<file path="config.mk">
export PLATFORM = sky130hd
export DESIGN_NAME = ram_arbiter
export DESIGN_NICKNAME = d
export VERILOG_FILES = /design/src/rtl/ram_arbiter.sv
export SDC_FILE = /design/constraint.sdc
export NUM_CORES = 1
export LEC_CHECK = 0
export CAP_MARGIN = 40
export CORE_MARGIN = 3
export CORE_UTILIZATION = 35
export DETAILED_ROUTE_END_ITERATION = 6
export HOLD_SLACK_MARGIN = 0.12
export PLACE_DENSITY_LB_ADDON = 0.05
export SYNTH_ARGS = -nofsm -noshare
export SYNTH_HDL_FRONTEND = slang
export SYNTH_SLANG_ARGS = --single-unit
</file>
<file path="constraint.sdc">
create_clock -name clk -period 3.6 [get_ports clk]
set_input_delay 0.54 -clock clk [delete_from_list [all_inputs] [get_ports clk]]
set_output_delay 0.54 -clock clk [all_outputs]
set_load 0.01 [all_outputs]
</file>
<file path="src/rtl/ram_arbiter.sv">
// ram_arbiter: shares one synchronous RAM between port 0 (CPU) and port 1
// (loader / IO engine). Every access runs the fixed sequence
// IDLE -> ACCESS -> WAIT -> ACK; simultaneous requests are resolved round-robin.
//
// Handshake: a requester raises reqN with weN/addrN/wdataN stable and keeps
// them stable until ackN; ackN is a single-cycle completion pulse, and for a
// read rdata is valid in the same cycle. Requests are sampled only in IDLE.
//
// Optional feature: define RAM_ARBITER_HALT_EN to drive halt high while
// port 1 owns the RAM (ACCESS through ACK). Otherwise halt is tied to 0.
module ram_arbiter #(
    parameter int ADDR_W = 8,
    parameter int DATA_W = 8
) (
    input  logic              clk,
    input  logic              reset,
    input  logic              req0,
    input  logic              we0,
    input  logic [ADDR_W-1:0] addr0,
    input  logic [DATA_W-1:0] wdata0,
    output logic              ack0,
    input  logic              req1,
    input  logic              we1,
    input  logic [ADDR_W-1:0] addr1,
    input  logic [DATA_W-1:0] wdata1,
    output logic              ack1,
    output logic [DATA_W-1:0] rdata,
    output logic              owner,
    output logic              busy,
    output logic [ADDR_W-1:0] ram_addr,
    output logic [DATA_W-1:0] ram_wdata,
    output logic              ram_we,
    output logic              ram_oe,
    input  logic [DATA_W-1:0] ram_rdata,
    output logic              halt
);

    typedef enum logic [1:0] {
        S_IDLE   = 2'd0,
        S_ACCESS = 2'd1,
        S_WAIT   = 2'd2,
        S_ACK    = 2'd3
    } state_e;

    state_e            state_q, state_d;
    logic              last_q, last_d;
    logic              owner_q, owner_d;
    logic              we_q, we_d;
    logic [ADDR_W-1:0] addr_q, addr_d;
    logic [DATA_W-1:0] wdata_q, wdata_d;
    logic              ram_we_q, ram_we_d;
    logic              ram_oe_q, ram_oe_d;
    logic              ack0_q, ack0_d;
    logic              ack1_q, ack1_d;
    logic              busy_q, busy_d;
    logic [DATA_W-1:0] rdata_q, rdata_d;
    logic              grant;

    // State and registered outputs; reset aborts any transaction in flight.
    always_ff @(posedge clk or posedge reset) begin
        if (reset) begin
            state_q  <= S_IDLE;
            last_q   <= 1'b1;
            owner_q  <= 1'b0;
            we_q     <= 1'b0;
            addr_q   <= '0;
            wdata_q  <= '0;
            ram_we_q <= 1'b0;
            ram_oe_q <= 1'b0;
            ack0_q   <= 1'b0;
            ack1_q   <= 1'b0;
            busy_q   <= 1'b0;
            rdata_q  <= '0;
        end else begin
            state_q  <= state_d;
            last_q   <= last_d;
            owner_q  <= owner_d;
            we_q     <= we_d;
            addr_q   <= addr_d;
            wdata_q  <= wdata_d;
            ram_we_q <= ram_we_d;
            ram_oe_q <= ram_oe_d;
            ack0_q   <= ack0_d;
            ack1_q   <= ack1_d;
            busy_q   <= busy_d;
            rdata_q  <= rdata_d;
        end
    end

    // Next state and next registered outputs; the RAM strobe for a grant is
    // computed in IDLE so it is registered together with entry into ACCESS.
    always_comb begin
        state_d  = state_q;
        last_d   = last_q;
        owner_d  = owner_q;
        we_d     = we_q;
        addr_d   = addr_q;
        wdata_d  = wdata_q;
        ram_we_d = 1'b0;
        ram_oe_d = 1'b0;
        ack0_d   = 1'b0;
        ack1_d   = 1'b0;
        rdata_d  = rdata_q;
        grant    = 1'b0;

        case (state_q)
            S_IDLE: begin
                addr_d  = '0;
                wdata_d = '0;
                if (req0 || req1) begin
                    // On a tie the port that was not served last wins.
                    grant    = (req0 && req1) ? ~last_q : req1;
                    owner_d  = grant;
                    we_d     = grant ? we1 : we0;
                    addr_d   = grant ? addr1 : addr0;
                    wdata_d  = grant ? wdata1 : wdata0;
                    ram_we_d = we_d;
                    ram_oe_d = ~we_d;
                    state_d  = S_ACCESS;
                end
            end
            S_ACCESS: begin
                state_d = S_WAIT;
            end
            S_WAIT: begin
                // RAM read data arrives one clock after the strobe.
                if (!we_q) begin
                    rdata_d = ram_rdata;
                end
                addr_d  = '0;
                wdata_d = '0;
                ack0_d  = ~owner_q;
                ack1_d  = owner_q;
                state_d = S_ACK;
            end
            default: begin
                last_d  = owner_q;
                state_d = S_IDLE;
            end
        endcase

        busy_d = (state_d != S_IDLE);
    end

`ifdef RAM_ARBITER_HALT_EN
    logic halt_q;

    // Freeze request registered with entry into ACCESS for port-1 grants,
    // cleared on the ACK -> IDLE edge.
    always_ff @(posedge clk or posedge reset) begin
        if (reset) begin
            halt_q <= 1'b0;
        end else begin
            halt_q <= busy_d && owner_d;
        end
    end

    assign halt = halt_q;
`else
    assign halt = 1'b0;
`endif

    assign ack0      = ack0_q;
    assign ack1      = ack1_q;
    assign rdata     = rdata_q;
    assign owner     = owner_q;
    assign busy      = busy_q;
    assign ram_addr  = addr_q;
    assign ram_wdata = wdata_q;
    assign ram_we    = ram_we_q;
    assign ram_oe    = ram_oe_q;

endmodule

</file>
# Word-level counts from Yosys, hierarchy flattened
# Cells that the tools add are included.
# word_totals
out_inout_bits	31
elab_cells	42
regBits	34
in_bits	46
# op_classes
bitwise_logic	4
muxes	16
n_eq_ne	2
reduce_logical	8
# ops
operator	count
$mux 8	4
$pmux 8 s2	2
$mux 1	8
$pmux 2 s3	1
$not 1->1	4
$reduce_and 2->1	2
$reduce_bool 2->1	2
$reduce_or 3->1	1
$eq 2x1->1 const B	1
$eq 2x2->1 const B	1
$logic_not 2->1	1
$mux 2	1
$logic_and 1x1->1	1
$logic_or 1x1->1	1

# Longest topological paths before layout
# depth
depth_word	6
depth_mapped	7
mapped_depth_nobuf	5

# Least setup slack after synthesis
# Ideal clock, no wire load.
# synth_path
path_kind	reg2reg
start	register state_q[0]
end	register addr_q[0], in the netlist ram_addr[0]
period_less_slack_ns	1.657
required_ns	3.474
arrival_ns	1.531
setup_ns	0.126
n_path_buf	3
slack_ns	1.943
path_stages_with_launch	8
cell_sequence	dfrtp_1 > inv_1 > ha_1 > buf_2 > and4b_1 > buf_6 > buf_6 > a221o_1
# synth_between
elab_chain_len	2
elab_cells_between_ends	4
classes_between	eq/ne: 1; mux: 1; reduce/logical: 2
# synth_lines
element	line_no	source
start, declared	45	state_e state_q, state_d;
start signal, assigned	75	state_q <= state_d;
$eq 2x2->1 or $logic_not 2->1 (tied branches)	106	case (state_q)
$pmux 8 s2 or $reduce_bool 2->1 (tied branches)	--	
end signal, assigned	79	addr_q <= addr_d;
end, declared	49	logic [ADDR_W-1:0] addr_q, addr_d;
# Parallel ways exist; a longest one is shown, timed or not.
# A chain may end at the register's enable or synchronous reset.

# Worst setup path after layout
# layout_path
start	input port req1
end	register addr_q[6], in the netlist ram_addr[6]
# layout_between
elab_chain_len	5
elab_cells_between_ends	6
classes_between	mux: 4; reduce/logical: 2
# layout_lines
element	line_no	source
start, declared	22	input logic req1,
$logic_and 1x1->1	112	grant = (req0 && req1) ? ~last_q : req1;
$mux 1	112	
$mux 8	115	addr_d = grant ? addr1 : addr0;
$mux 8 *	110	if (req0 || req1) begin
$pmux 8 s2 *	106	
# Every way passes the cells marked *; elsewhere a longest branch is shown, timed or not.

==> impl_table.tex <==
\begin{tabular}{lr}
\hline
Metric & Value \\
\hline
\multicolumn{2}{l}{\textbf{Timing}} \\
\quad Tightest hold margin & a little over 0.5 ns \\
\quad Count of endpoints failing hold in the final timing report & 0 \\
\quad Maximum clock skew at final layout & 0.00548 ns \\
\quad Max-Slew Margin vs Limit & 44.2\% \\
\quad Transition time of the tightest slew-check pin & 0.833 ns \\
\quad Post-route minimum period & 2.06 ns \\
\quad Setup WS post-layout & 1.54 ns \\
\quad Sum of negative setup slack & 0 ns \\
\quad Max-slew violation total from the final report & 0 \\
\quad Max Fclk & 486 MHz \\
\quad Period utilization & between 50 and 60\% \\
\quad Number of failing setup endpoints in the final timing report & 0 \\
\quad Setup repair after global routing missed its margin & no \\
\multicolumn{2}{l}{\textbf{Worst setup path}} \\
\quad Capture instance of the worst register-to-register path & rdata[4] \\
\quad Largest fanout on the critical path & 16 \\
\quad Cell-by-cell trace of the critical path & clkdlybuf4s50\_1 > a21bo\_2 > nor3b\_4 > a221o\_2 \\
\quad Number of cells on the worst reg-to-reg path & 4 \\
\quad Setup CP Type & in -> reg \\
\quad Capturing element type of the critical path & flop \\
\quad Crit path required time & 3.82 ns \\
\quad Worst flop-to-flop path startpoint & state\_q[0] \\
\quad Critical path's slowest cell & sky130\_fd\_sc\_hd\_\_nor3b\_4 \\
\quad Highest cell delay on the worst timing path & roughly 0.60 ns \\
\quad Setup slack of the most critical reg-to-reg path & 1.65 ns \\
\quad Arrival time at the worst endpoint & 2.28 ns \\
\quad Kind of launch point of the worst setup path & input pin \\
\multicolumn{2}{l}{\textbf{Clock network}} \\
\quad Clock tree from TritonCTS & yes \\
\quad Library cell used as clock root buffer & sky130\_fd\_sc\_hd\_\_clkbuf\_8 \\
\quad Clock insertion delay at the later pin of the skew report & 0.28 ns \\
\quad Clock tree buffer depth & 2 \\
\quad Reg clk slew, reported paths & 0.07 ns \\
\quad Post-CTS repair timing setup buffer count & 0 \\
\quad Post-CTS Hold Buffers & 0 \\
\quad Number of clock sinks & 34 \\
\quad Maximum level of the CTS H-tree & 2 \\
\quad Number of buffers added by the clock tree synthesis step & 5 \\
\quad Cells resized by post-CTS repair & 0 \\
\multicolumn{2}{l}{\textbf{Placed design}} \\
\quad HPWL after detailed placement & 2600 um \\
\quad Total of buffers placed on input and output ports & 75 \\
\quad Gp weighted congestion & 0.871 \\
\quad Setup WS pre-CTS & 1.26 ns \\
\quad Cell count after placement & 230 \\
\multicolumn{2}{l}{\textbf{Final layout}} \\
\quad Most used cells in the layout excluding fill and tap cells & sky130\_fd\_sc\_hd\_\_clkdlybuf4s50\_1 (75), sky130\_fd\_sc\_hd\_\_dfrtp\_1 (33), sky130\_fd\_sc\_hd\_\_and2\_1 (17) \\
\quad ANT cells & 0 \\
\quad Number of nets in the finished design & 236 \\
\quad Area growth syn-to-layout & 59.3\% \\
\quad Non-filler instance count after layout & 238 \\
\quad Number of inserted filler cells in the final layout & approximately 350 \\
\quad Multi-input combinational cell area & 576 sq um \\
\quad Most common cell after layout, fill and taps aside & sky130\_fd\_sc\_hd\_\_clkdlybuf4s50\_1 \\
\quad Flip-flop and latch area & 852 sq um \\
\quad Fraction of final layout cells sized beyond drive strength 1 & 16.0\% \\
\multicolumn{2}{l}{\textbf{Routing}} \\
\quad Remaining design rule violation count & 0 \\
\quad First-pass iteration count of the detailed router & 4 \\
\quad Via count & 1165 \\
\quad Antenna-violating nets left & 0 \\
\quad DRC violation total after the first TritonRoute iteration & 46 \\
\quad Routed WL per cell & 15.0 um \\
\quad Number of vias per cell & 4.89 \\
\quad Total routed wirelength & 3560 um \\
\multicolumn{2}{l}{\textbf{Die}} \\
\quad Die Area & $\sim$5100 sq um \\
\quad Horizontal die dimension & 71.6 um \\
\quad Number of placed I/O pins & 77 \\
\quad Starting density of the core & 36.8\% \\
\quad Die outline height & approximately 72 um \\
\quad Placeable Area & 4090 sq um \\
\quad Site Rows & 23 \\
\multicolumn{2}{l}{\textbf{Synthesis}} \\
\quad Register area share after synthesis & 56.6\% \\
\quad Number of distinct standard cells referenced by the synthesized netlist & 32 \\
\quad Number of synthesized register bits & 34 \\
\quad Mean Syn Cell Area & 13.4 sq um \\
\quad Post-Syn Area & 1510 sq um \\
\quad Number of warnings issued by yosys & 0 \\
\quad Synthesized net count & 161 \\
\quad Number of flops mapped to enable cells by yosys & 0 \\
\quad Count of mapped cells out of synthesis & 112 \\
\quad Proportion of register bits with asynchronous set or reset after synthesis & between 90\% and 100\% \\
\quad Dominant register cell in the synthesized netlist & sky130\_fd\_sc\_hd\_\_dfrtp\_1 \\
\multicolumn{2}{l}{\textbf{Power}} \\
\quad Part of the total power dissipated in combinational logic & 42.5\% \\
\quad Leakage component of the power & slightly above 1 nW \\
\quad Switching power & 521 uW \\
\quad Clock network fraction of total power & 23.4\% \\
\quad IR Drop Worst-Case VDD & 0.000317 V \\
\quad Fraction of power spent switching nets & 29.3\% \\
\quad Tot Pwr & approximately 1.8 mW \\
\quad Power share of the sequential group & 34.1\% \\
\quad Total power per unit cell area & 743 nW/um\^{}2 \\
\quad Internal Dissipation & 1.26 mW \\
\multicolumn{2}{l}{\textbf{Global routing}} \\
\quad Met1 GRT Util & 19.2\% \\
\quad Vias in the first global route & between 1k and 1.5k \\
\quad Routing usage on met3 & 5.19\% \\
\quad GRT Residual Overflow & 0 \\
\quad Number of antenna violations at the first check in global routing & 0 \\
\quad GRT Util Overall & around 14\% \\
\quad Met2 usage & a little over a fifth \\
\quad Pin count of the biggest net entering global routing & 35 \\
\quad Global-route wire length before repair & 5660 um \\
\quad Layer carrying the most global-route usage & met2 \\
\multicolumn{2}{l}{\textbf{Run}} \\
\quad Count of max-cap constraint violations & 0 \\
\multicolumn{2}{l}{\textbf{Min path}} \\
\quad Source of the worst hold timing path & owner \\
\quad Worst hold-check path type & reg -> reg \\
\quad Hold Path Sink & ack0 \\
\quad Worst hold path stage count & 1 \\
\multicolumn{2}{l}{\textbf{Run status}} \\
\quad Result of the run & finished, final reports clean \\
\hline
\end{tabular}
## sequential cells by signal, summed over array words and instances (netlist names)
register   cells
ram_we         1
ack1           1
owner          1
ram_wdata      8
busy           1
ram_oe         1
state_q        2
ack0           1
rdata          8
last_q         1
ram_addr       8
we_q           1
## power groups by stage
stage	registers (mW)	clock network, mW	logic, mW
2_1_floorplan	0.663	0	0.371
3_3_place_gp	0.613	0	0.751
3_5_place_dp	0.615	0	0.766
4_1_cts	0.611	0.429	0.769
5_1_grt	0.627	0.446	0.818
6_report	0.608	0.417	0.757
## critical path, delay by kind of cell
family,cells,cell delay [ns]
buffers and inverters,1,0.57
AND/OR/NAND/NOR,1,0.60
AO/OA/AOI/OAI,2,0.56
## metrics by stage
step                utilization, %  cell area [sq um]
floorplan                        -               1510
global placement              55.3               2260
detailed placement            55.3               2260
CTS                           58.7               2400
global route                  58.7               2400
finish                        58.7               2400
## final cells by class
cell class	instances	area share (%)
Tap cell	50	2.61
Sequential cell	34	35.5
Clock buffer	5	2.87
Multi-Input combinational cell	67	24.0
Timing Repair Buffer	76	31.6
Clock inverter	3	2.87
Inverter	3	0.470
## how the worst max path moves through the flow
stage | startpoint | to | cells after the start
2_1_floorplan | state_q[0] | ram_addr[0] | 7
3_3_place_gp | req1 | ram_addr[5] | 4
3_5_place_dp | req1 | ram_addr[2] | 4
4_1_cts | req1 | ram_addr[6] | 4
5_1_grt | req1 | ram_addr[4] | 4
6_report | req1 | ram_addr[6] | 4
## cell usage after synthesis, types with 2 or more instances
library cell | instances | area share (%)
sky130_fd_sc_hd__a221o_1 | 10 | 6.7
sky130_fd_sc_hd__and2_1 | 17 | 7.1
sky130_fd_sc_hd__inv_1 | 3 | 0.75
sky130_fd_sc_hd__nand3_1 | 2 | 0.67
sky130_fd_sc_hd__a221o_2 | 6 | 4.5
sky130_fd_sc_hd__buf_6 | 4 | 3.0
sky130_fd_sc_hd__dfrtp_1 | 33 | 55
sky130_fd_sc_hd__mux2_2 | 9 | 6.7
sky130_fd_sc_hd__ha_1 | 3 | 2.5
sky130_fd_sc_hd__nor2b_1 | 2 | 0.83
sky130_fd_sc_hd__buf_2 | 2 | 0.67
## cells by family (layout without fill, tap and decap cells)
family          Yosys count  after routing  synth area share (%)
compound gates           24             24                  15.1
fa+ha+maj                 3              3                  2.49
buf+inv                  11             87                  5.15
flops                    34             34                  56.6
mux                      10             10                  7.40
other cells               1              1                 0.249
simple gates             29             29                  13.0
## layer usage
layer	up-vias	routed length, um
li1	559	-
met1	551	1660
met2	51	1600
met3	4	266
met4	0	30
met5	-	0
No activity file was read; power rests on OpenSTA's default activity.
